$ cat config.mk
export PLATFORM = sky130hd
export DESIGN_NAME = alu_sequencer
export DESIGN_NICKNAME = d
export VERILOG_FILES = /design/src/rtl/alu_seq_pkg.sv /design/src/rtl/alu_seq_decode.sv /design/src/rtl/alu_sequencer.sv
export SDC_FILE = /design/constraint.sdc
export NUM_CORES = 1
export LEC_CHECK = 0
export ABC_AREA = 0
export CORE_ASPECT_RATIO = 0.7
export CORE_MARGIN = 8
export CORE_UTILIZATION = 45
export DETAILED_ROUTE_END_ITERATION = 7
export GPL_ROUTABILITY_DRIVEN = 1
export PLACE_DENSITY_LB_ADDON = 0.15
export SYNTH_ARGS = -nofsm -noshare
export SYNTH_HDL_FRONTEND = slang
export SYNTH_HIERARCHICAL = 1
export SYNTH_SLANG_ARGS = --single-unit
$ cat constraint.sdc
create_clock -name clk -period 6.4 [get_ports clk]
set_input_delay 0.96 -clock clk [delete_from_list [all_inputs] [get_ports clk]]
set_output_delay 0.96 -clock clk [all_outputs]
set_load 0.005 [all_outputs]
$ cat src/rtl/alu_seq_pkg.sv
// Shared encodings for the ALU sequencer: ALU op codes, 6502 opcodes, FSM states,
// decode record and the carry-flag update rule.
package alu_seq_pkg;

    localparam logic [2:0] ALU_ADD = 3'd0;
    localparam logic [2:0] ALU_SUB = 3'd1;
    localparam logic [2:0] ALU_AND = 3'd2;
    localparam logic [2:0] ALU_OR  = 3'd3;
    localparam logic [2:0] ALU_XOR = 3'd4;
    localparam logic [2:0] ALU_NOT = 3'd5;
    localparam logic [2:0] ALU_SHL = 3'd6;
    localparam logic [2:0] ALU_SHR = 3'd7;

    localparam logic [7:0] OP_ADC = 8'h69;
    localparam logic [7:0] OP_SBC = 8'hE9;
    localparam logic [7:0] OP_AND = 8'h29;
    localparam logic [7:0] OP_ORA = 8'h09;
    localparam logic [7:0] OP_EOR = 8'h49;
    localparam logic [7:0] OP_ASL = 8'h0A;
    localparam logic [7:0] OP_LSR = 8'h4A;
    localparam logic [7:0] OP_LDA = 8'hA9;
    localparam logic [7:0] OP_SEC = 8'h38;
    localparam logic [7:0] OP_CLC = 8'h18;

    typedef logic [1:0] state_t;
    localparam state_t ST_IDLE  = 2'd0;
    localparam state_t ST_EXEC1 = 2'd1;
    localparam state_t ST_EXEC2 = 2'd2;
    localparam state_t ST_RESP  = 2'd3;

    localparam logic [2:0] CK_KEEP = 3'd0;
    localparam logic [2:0] CK_ADC  = 3'd1;
    localparam logic [2:0] CK_SBC  = 3'd2;
    localparam logic [2:0] CK_ASL  = 3'd3;
    localparam logic [2:0] CK_LSR  = 3'd4;
    localparam logic [2:0] CK_SET  = 3'd5;
    localparam logic [2:0] CK_CLR  = 3'd6;

    typedef struct packed {
        logic [2:0] alu_op;
        logic       uses_alu;
        logic [2:0] carry_kind;
        logic       load_zero;
        logic       illegal;
    } dec_t;

    // The ALU reports borrow on subtract, so SBC inverts it to get 6502 carry.
    function automatic logic next_carry(input logic [2:0] kind, input logic c1,
                                        input logic c2, input logic lsb, input logic c_old);
        logic c;
        c = c_old;
        case (kind)
            CK_ADC:  c = c1 | c2;
            CK_SBC:  c = ~(c1 | c2);
            CK_ASL:  c = c1;
            CK_LSR:  c = lsb;
            CK_SET:  c = 1'b1;
            CK_CLR:  c = 1'b0;
            default: c = c_old;
        endcase
        return c;
    endfunction

endpackage

$ cat src/rtl/alu_seq_decode.sv
// Opcode to decode-record mapping; purely combinational, zero latency, no flow control.
module alu_seq_decode
    import alu_seq_pkg::*;
(
    input  logic [7:0] opcode,
    output dec_t       dec
);

    always_comb begin
        dec          = '0;
        dec.uses_alu = 1'b1;
        case (opcode)
            OP_ADC: begin dec.alu_op = ALU_ADD; dec.carry_kind = CK_ADC; end
            OP_SBC: begin dec.alu_op = ALU_SUB; dec.carry_kind = CK_SBC; end
            OP_AND: dec.alu_op = ALU_AND;
            OP_ORA: dec.alu_op = ALU_OR;
            OP_EOR: dec.alu_op = ALU_XOR;
            OP_ASL: begin dec.alu_op = ALU_SHL; dec.carry_kind = CK_ASL; end
            OP_LSR: begin dec.alu_op = ALU_SHR; dec.carry_kind = CK_LSR; end
            OP_LDA: begin dec.alu_op = ALU_OR;  dec.load_zero  = 1'b1;   end
            OP_SEC: begin dec.uses_alu = 1'b0; dec.carry_kind = CK_SET; end
            OP_CLC: begin dec.uses_alu = 1'b0; dec.carry_kind = CK_CLR; end
            default: begin dec.uses_alu = 1'b0; dec.illegal = 1'b1; end
        endcase
    end

endmodule

$ cat src/rtl/alu_sequencer.sv
// Issues 6502 immediate/accumulator ops to an external 8-bit ALU, owning acc and C/Z.
// Response 1-3 cycles after accept; one op in flight, response held until rsp_ready.
module alu_sequencer
    import alu_seq_pkg::*;
#(
    parameter logic [7:0] ACC_RESET = 8'h00
) (
    input  logic       clk,
    input  logic       rst,
    input  logic       cmd_valid,
    output logic       cmd_ready,
    input  logic [7:0] cmd_opcode,
    input  logic [7:0] cmd_operand,
    output logic [7:0] alu_operand1,
    output logic [7:0] alu_operand2,
    output logic [2:0] alu_op,
    input  logic [7:0] alu_result,
    input  logic       alu_carry,
    input  logic       alu_zero,
    output logic       rsp_valid,
    input  logic       rsp_ready,
    output logic [7:0] rsp_acc,
    output logic       rsp_c,
    output logic       rsp_z,
    output logic       rsp_err
);

    dec_t       dec_in;
    state_t     state_q, state_d;
    logic [7:0] acc_q, acc_d, operand_q, operand_d, res1_q, res1_d;
    logic [2:0] op_q, op_d, kind_q, kind_d;
    logic       load_zero_q, load_zero_d;
    logic       c_q, c_d, z_q, z_d, err_q, err_d, c1_q, c1_d;
    logic       need_pass2;
    logic       unused_alu_zero;

    assign unused_alu_zero = alu_zero;

    alu_seq_decode u_decode (
        .opcode (cmd_opcode),
        .dec    (dec_in)
    );

    // ALU has no carry-in: a second +/-1 pass stands in for it.
    assign need_pass2 = ((kind_q == CK_ADC) && c_q) || ((kind_q == CK_SBC) && !c_q);

    always_comb begin
        state_d      = state_q;
        acc_d        = acc_q;
        operand_d    = operand_q;
        res1_d       = res1_q;
        op_d         = op_q;
        kind_d       = kind_q;
        load_zero_d  = load_zero_q;
        c_d          = c_q;
        z_d          = z_q;
        err_d        = err_q;
        c1_d         = c1_q;
        cmd_ready    = 1'b0;
        rsp_valid    = 1'b0;
        alu_operand1 = 8'h00;
        alu_operand2 = 8'h00;
        alu_op       = ALU_ADD;
        case (state_q)
            ST_IDLE: begin
                cmd_ready = 1'b1;
                if (cmd_valid) begin
                    op_d        = dec_in.alu_op;
                    kind_d      = dec_in.carry_kind;
                    load_zero_d = dec_in.load_zero;
                    operand_d   = cmd_operand;
                    if (dec_in.uses_alu) begin
                        state_d = ST_EXEC1;
                    end else begin
                        state_d = ST_RESP;
                        err_d   = dec_in.illegal;
                        c_d     = next_carry(dec_in.carry_kind, 1'b0, 1'b0, 1'b0, c_q);
                    end
                end
            end
            ST_EXEC1: begin
                alu_operand1 = load_zero_q ? 8'h00 : acc_q;
                alu_operand2 = operand_q;
                alu_op       = op_q;
                if (need_pass2) begin
                    res1_d  = alu_result;
                    c1_d    = alu_carry;
                    state_d = ST_EXEC2;
                end else begin
                    acc_d   = alu_result;
                    z_d     = (alu_result == 8'h00);
                    c_d     = next_carry(kind_q, alu_carry, 1'b0, acc_q[0], c_q);
                    state_d = ST_RESP;
                end
            end
            ST_EXEC2: begin
                alu_operand1 = res1_q;
                alu_operand2 = 8'h01;
                alu_op       = (kind_q == CK_SBC) ? ALU_SUB : ALU_ADD;
                acc_d        = alu_result;
                z_d          = (alu_result == 8'h00);
                c_d          = next_carry(kind_q, c1_q, alu_carry, acc_q[0], c_q);
                state_d      = ST_RESP;
            end
            default: begin
                rsp_valid = 1'b1;
                if (rsp_ready) begin
                    state_d = ST_IDLE;
                    err_d   = 1'b0;
                end
            end
        endcase
    end

    always_ff @(posedge clk) begin
        if (rst) begin
            state_q     <= ST_IDLE;
            acc_q       <= ACC_RESET;
            c_q         <= 1'b0;
            z_q         <= 1'b0;
            err_q       <= 1'b0;
            operand_q   <= 8'h00;
            res1_q      <= 8'h00;
            c1_q        <= 1'b0;
            op_q        <= ALU_ADD;
            kind_q      <= CK_KEEP;
            load_zero_q <= 1'b0;
        end else begin
            state_q     <= state_d;
            acc_q       <= acc_d;
            c_q         <= c_d;
            z_q         <= z_d;
            err_q       <= err_d;
            operand_q   <= operand_d;
            res1_q      <= res1_d;
            c1_q        <= c1_d;
            op_q        <= op_d;
            kind_q      <= kind_d;
            load_zero_q <= load_zero_d;
        end
    end

    assign rsp_acc = acc_q;
    assign rsp_c   = c_q;
    assign rsp_z   = z_q;
    assign rsp_err = err_q;

endmodule

==> results.yml <==
status:
  outcome: "complete, no violations"
worst_setup_path:
  reg2reg_slack_ps: 4200
  reg2reg_to: "rsp_acc[2]$_SDFFE_PP0P_"
  crit_path_max_fanout: 19
  crit_chain: "inv_1 > ha_1 > nor2b_1 > a22oi_1 > nor2_1 > clkdlybuf4s50_1"
  crit_arrival_ps: 2710
  startpoint_type: "register"
  reg2reg_from: "state_q[1]$_SDFFE_PP0P_"
  reg2reg_depth: 7
  end_kind: "output port"
  slowest_delay_ps: 650
  crit_path_top_delay_cell: "nor2b_1"
  required_ps: 5440
  worst-setup-path-type: "reg -> out"
job:
  max_cap_viol_count: 0
cells_and_area:
  finalNetCount: 344
  design_area_mm2: 0.00276
  antenna_cells: 0
  layout-drive-gt1-share_pct: 5.48
  area_delta_synth_final_pct: 29.8
  fill_cells: 455
  stdcell_count: 367
global_route:
  grt_util_all_layers_pct: 15.4
  antenna_found_initial: 0
  grt_pass1_vias: 1862
  grt_start_max_net_pins: 38
  grt_pass1_wl_mm: 9.20
  overflow: 0
route:
  first_pass_iters: 4
  drt_iter0_markers: 62
  ant_nets: 0
  vias: 1963
  remaining_drc_errors: 0
  drt_wl_total_mm: 5.43
  routedWlPerCell_um: 14.8
  routed_via_density: 5.35
pwr:
  cellPowerDensity_mw_per_mm2: 291
  max-vdd-ir-drop_uv: 162
  p_leak_nw: 1.09
synth:
  synth_seq_cells: 37
  avgSynthCellArea_um2: 8.05
  synth.largest_area_cell: "dfxtp_1"
  synth_commonest_cells: "dfxtp_1 (37), nand2_1 (36), nor2_1 (34), a21oi_1 (25), mux2i_1 (18)"
  ys.flop_type: "dfxtp_1"
  synth_edf_count: 0
  synth_top_area_share_pct: 34.8
  yosysMostFrequentCell: "dfxtp_1"
  synthCells: 264
  synthTopCellsByArea: "dfxtp_1 (35%), mux2i_1 (8.5%), nand2_1 (6.4%), nor2_1 (6.0%), a21oi_1 (5.9%)"
  syn-num-nets: 298
  synth.distinct_cells: 52
  synth_area_mm2: 0.00213
  synth_async_sr_flop_share_pct: 0
  yosysSeqAreaShare_pct: 34.8
  yosysWarningCount: 6
placement:
  post-place-cells: 360
  io_buffer_count: 60
  placed_cell_area_mm2: 0.00267
  dpl.hpwl_mm: 3.95
  gp_congestion: 0.822
cts:
  insertion_delay_ps: 280
  clkSinkCount: 37
  clk_pin_slew_worst_paths_ps: 70
  cts_resized: 0
  cts-hold-fix-buffers: 0
  cts_root_buffer: "clkbuf_8"
  cts-buffers-inserted: 5
  cts_tree: "built"
  postCtsSetupRepairBufs: 0
  clockBufferDepth: 2
  h-tree-depth: 2
sta:
  setup_violations: 0
  finalCritPeriodShare_pct: 57.3
  rsz0062_at_grt: "no"
  max_freq_mhz: 273
  fin_hold_ws_ps: 451
  finClkSkew_ps: 6.08
  tightest_slew_ps: 741
  setup_tns_ps: 0
  hold_viol: 0
  relSlewSlack_pct: 50.6
  slew_viol_final: 0
  min_period_ps: 3670
hold_path:
  worstHoldPathCells: 2
  hold_start: "operand_q[2]$_SDFFE_PP0P_"
  hold-path-endpoint: "operand_q[2]$_SDFFE_PP0P_"
  hold_class: "reg -> reg"
floorplan:
  core_area_mm2: 0.00465
  die_area_mm2: 0.00721
  die_w_um: 98.2
  initial_core_util_pct: 45.7
  num_rows: 21
  die_y_um: 73.5
  ioPinCount: 62
[per-stage QoR]
stage / utilization [%] / worst slack [ps] / power (W)
2_1_floorplan: - / 3580 / 0.000529
6_report: 59.3 / 2730 / 0.000804
3_5_place_dp: 57.4 / 2910 / 0.000648
5_1_grt: 59.3 / 2470 / 0.000865
3_3_place_gp: 57.4 / 2930 / 0.000644
4_1_cts: 59.3 / 2720 / 0.000814
[layout by cell type, fill, tap and decap left out, drive strengths merged, types with 3 or more instances in the layout]
cell type / synthesis / routed
o21a: 3 / 3
clkdlybuf4s50: 0 / 60
nor3b: 3 / 3
nor4: 3 / 3
nor3: 3 / 3
and3: 10 / 10
nand2: 36 / 36
a21oi: 25 / 25
dfxtp: 37 / 37
clkbuf: 14 / 6
nand2b: 3 / 3
nor2: 34 / 34
inv: 6 / 6
ha: 4 / 4
nand3: 3 / 3
a22oi: 9 / 9
o21ai: 9 / 9
nor2b: 5 / 5
mux2i: 18 / 18
[state kept, by name, summed over array words and instances, names as in the netlist]
name	count
c1_q	1
kind_q	3
load_zero_q	1
op_q	3
operand_q	8
res1_q	8
rsp_acc	8
rsp_c	1
rsp_err	1
rsp_z	1
state_q	2
[how the worst max path moves through the flow]
stage | to | startpoint | slack (ps) | cells past startpoint
after floorplan | rsp_c$_SDFFE_PP0P_ | cmd_opcode[7] | 3580 | 8
after global placement | rsp_c$_SDFFE_PP0P_ | cmd_opcode[7] | 2930 | 8
after detailed placement | rsp_c$_SDFFE_PP0P_ | cmd_opcode[5] | 2910 | 8
after CTS | alu_operand1[3] | state_q[1]$_SDFFE_PP0P_ | 2720 | 6
after global routing | alu_operand1[0] | state_q[1]$_SDFFE_PP0P_ | 2470 | 6
final | alu_operand1[2] | state_q[1]$_SDFFE_PP0P_ | 2730 | 6
[worst max-delay path: cells and delay by family (launching register included)]
kind                     cells  cell delay, ps
flip-flops                   1             340
AND/OR/NAND/NOR              2             790
AO/OA/AOI/OAI                1             140
buffers and inverters        2             610
adder cells (fa/ha/maj)      1             550
[layer usage]
| layer | GRT usage (%) | up-vias | share of wire [%] |
|---|---|---|---|
| li1 | - | 1016 | - |
| met3 | 5.77 | 2 | 7.0 |
| met2 | 23.1 | 41 | 44 |
| met1 | 20.7 | 904 | 49 |
| met5 | 0 | - | 0 |
| met4 | 3.05 | 0 | 0.24 |
[area by class of cell]
type / instances / area [um^2] / area share (%)
Multi-Input combinational cell: 199 / 1230 / 44.4
Sequential cell: 37 / 741 / 26.8
Timing Repair Buffer: 61 / 608 / 22.0
Clock buffer: 6 / 82.6 / 2.99
Tap cell: 57 / 71.3 / 2.59
Inverter: 6 / 22.5 / 0.816
Clock inverter: 1 / 7.51 / 0.272
[logic make-up (layout without fill, tap and decap cells)]
| logic type | after synthesis | after routing | share of synthesized area (%) |
|---|---|---|---|
| xor gates and xnor gates | 2 | 2 | 0.824 |
| DFF | 37 | 37 | 34.8 |
| buffers and inverters | 28 | 74 | 7.47 |
| muxes | 18 | 18 | 8.48 |
| AOI/OAI and AO/OA | 60 | 60 | 18.8 |
| adders and majority gates | 4 | 4 | 2.35 |
| and+or+nand+nor | 115 | 115 | 27.2 |
[where the power goes]
part           switching (W)  total, W  leakage [nW]  internal [W]
clock              0.0000793  0.000164        0.0433     0.0000851
combinational       0.000191  0.000349         0.741      0.000159
sequential         0.0000250  0.000290         0.301      0.000265
No activity file was read; power rests on OpenSTA's default activity.
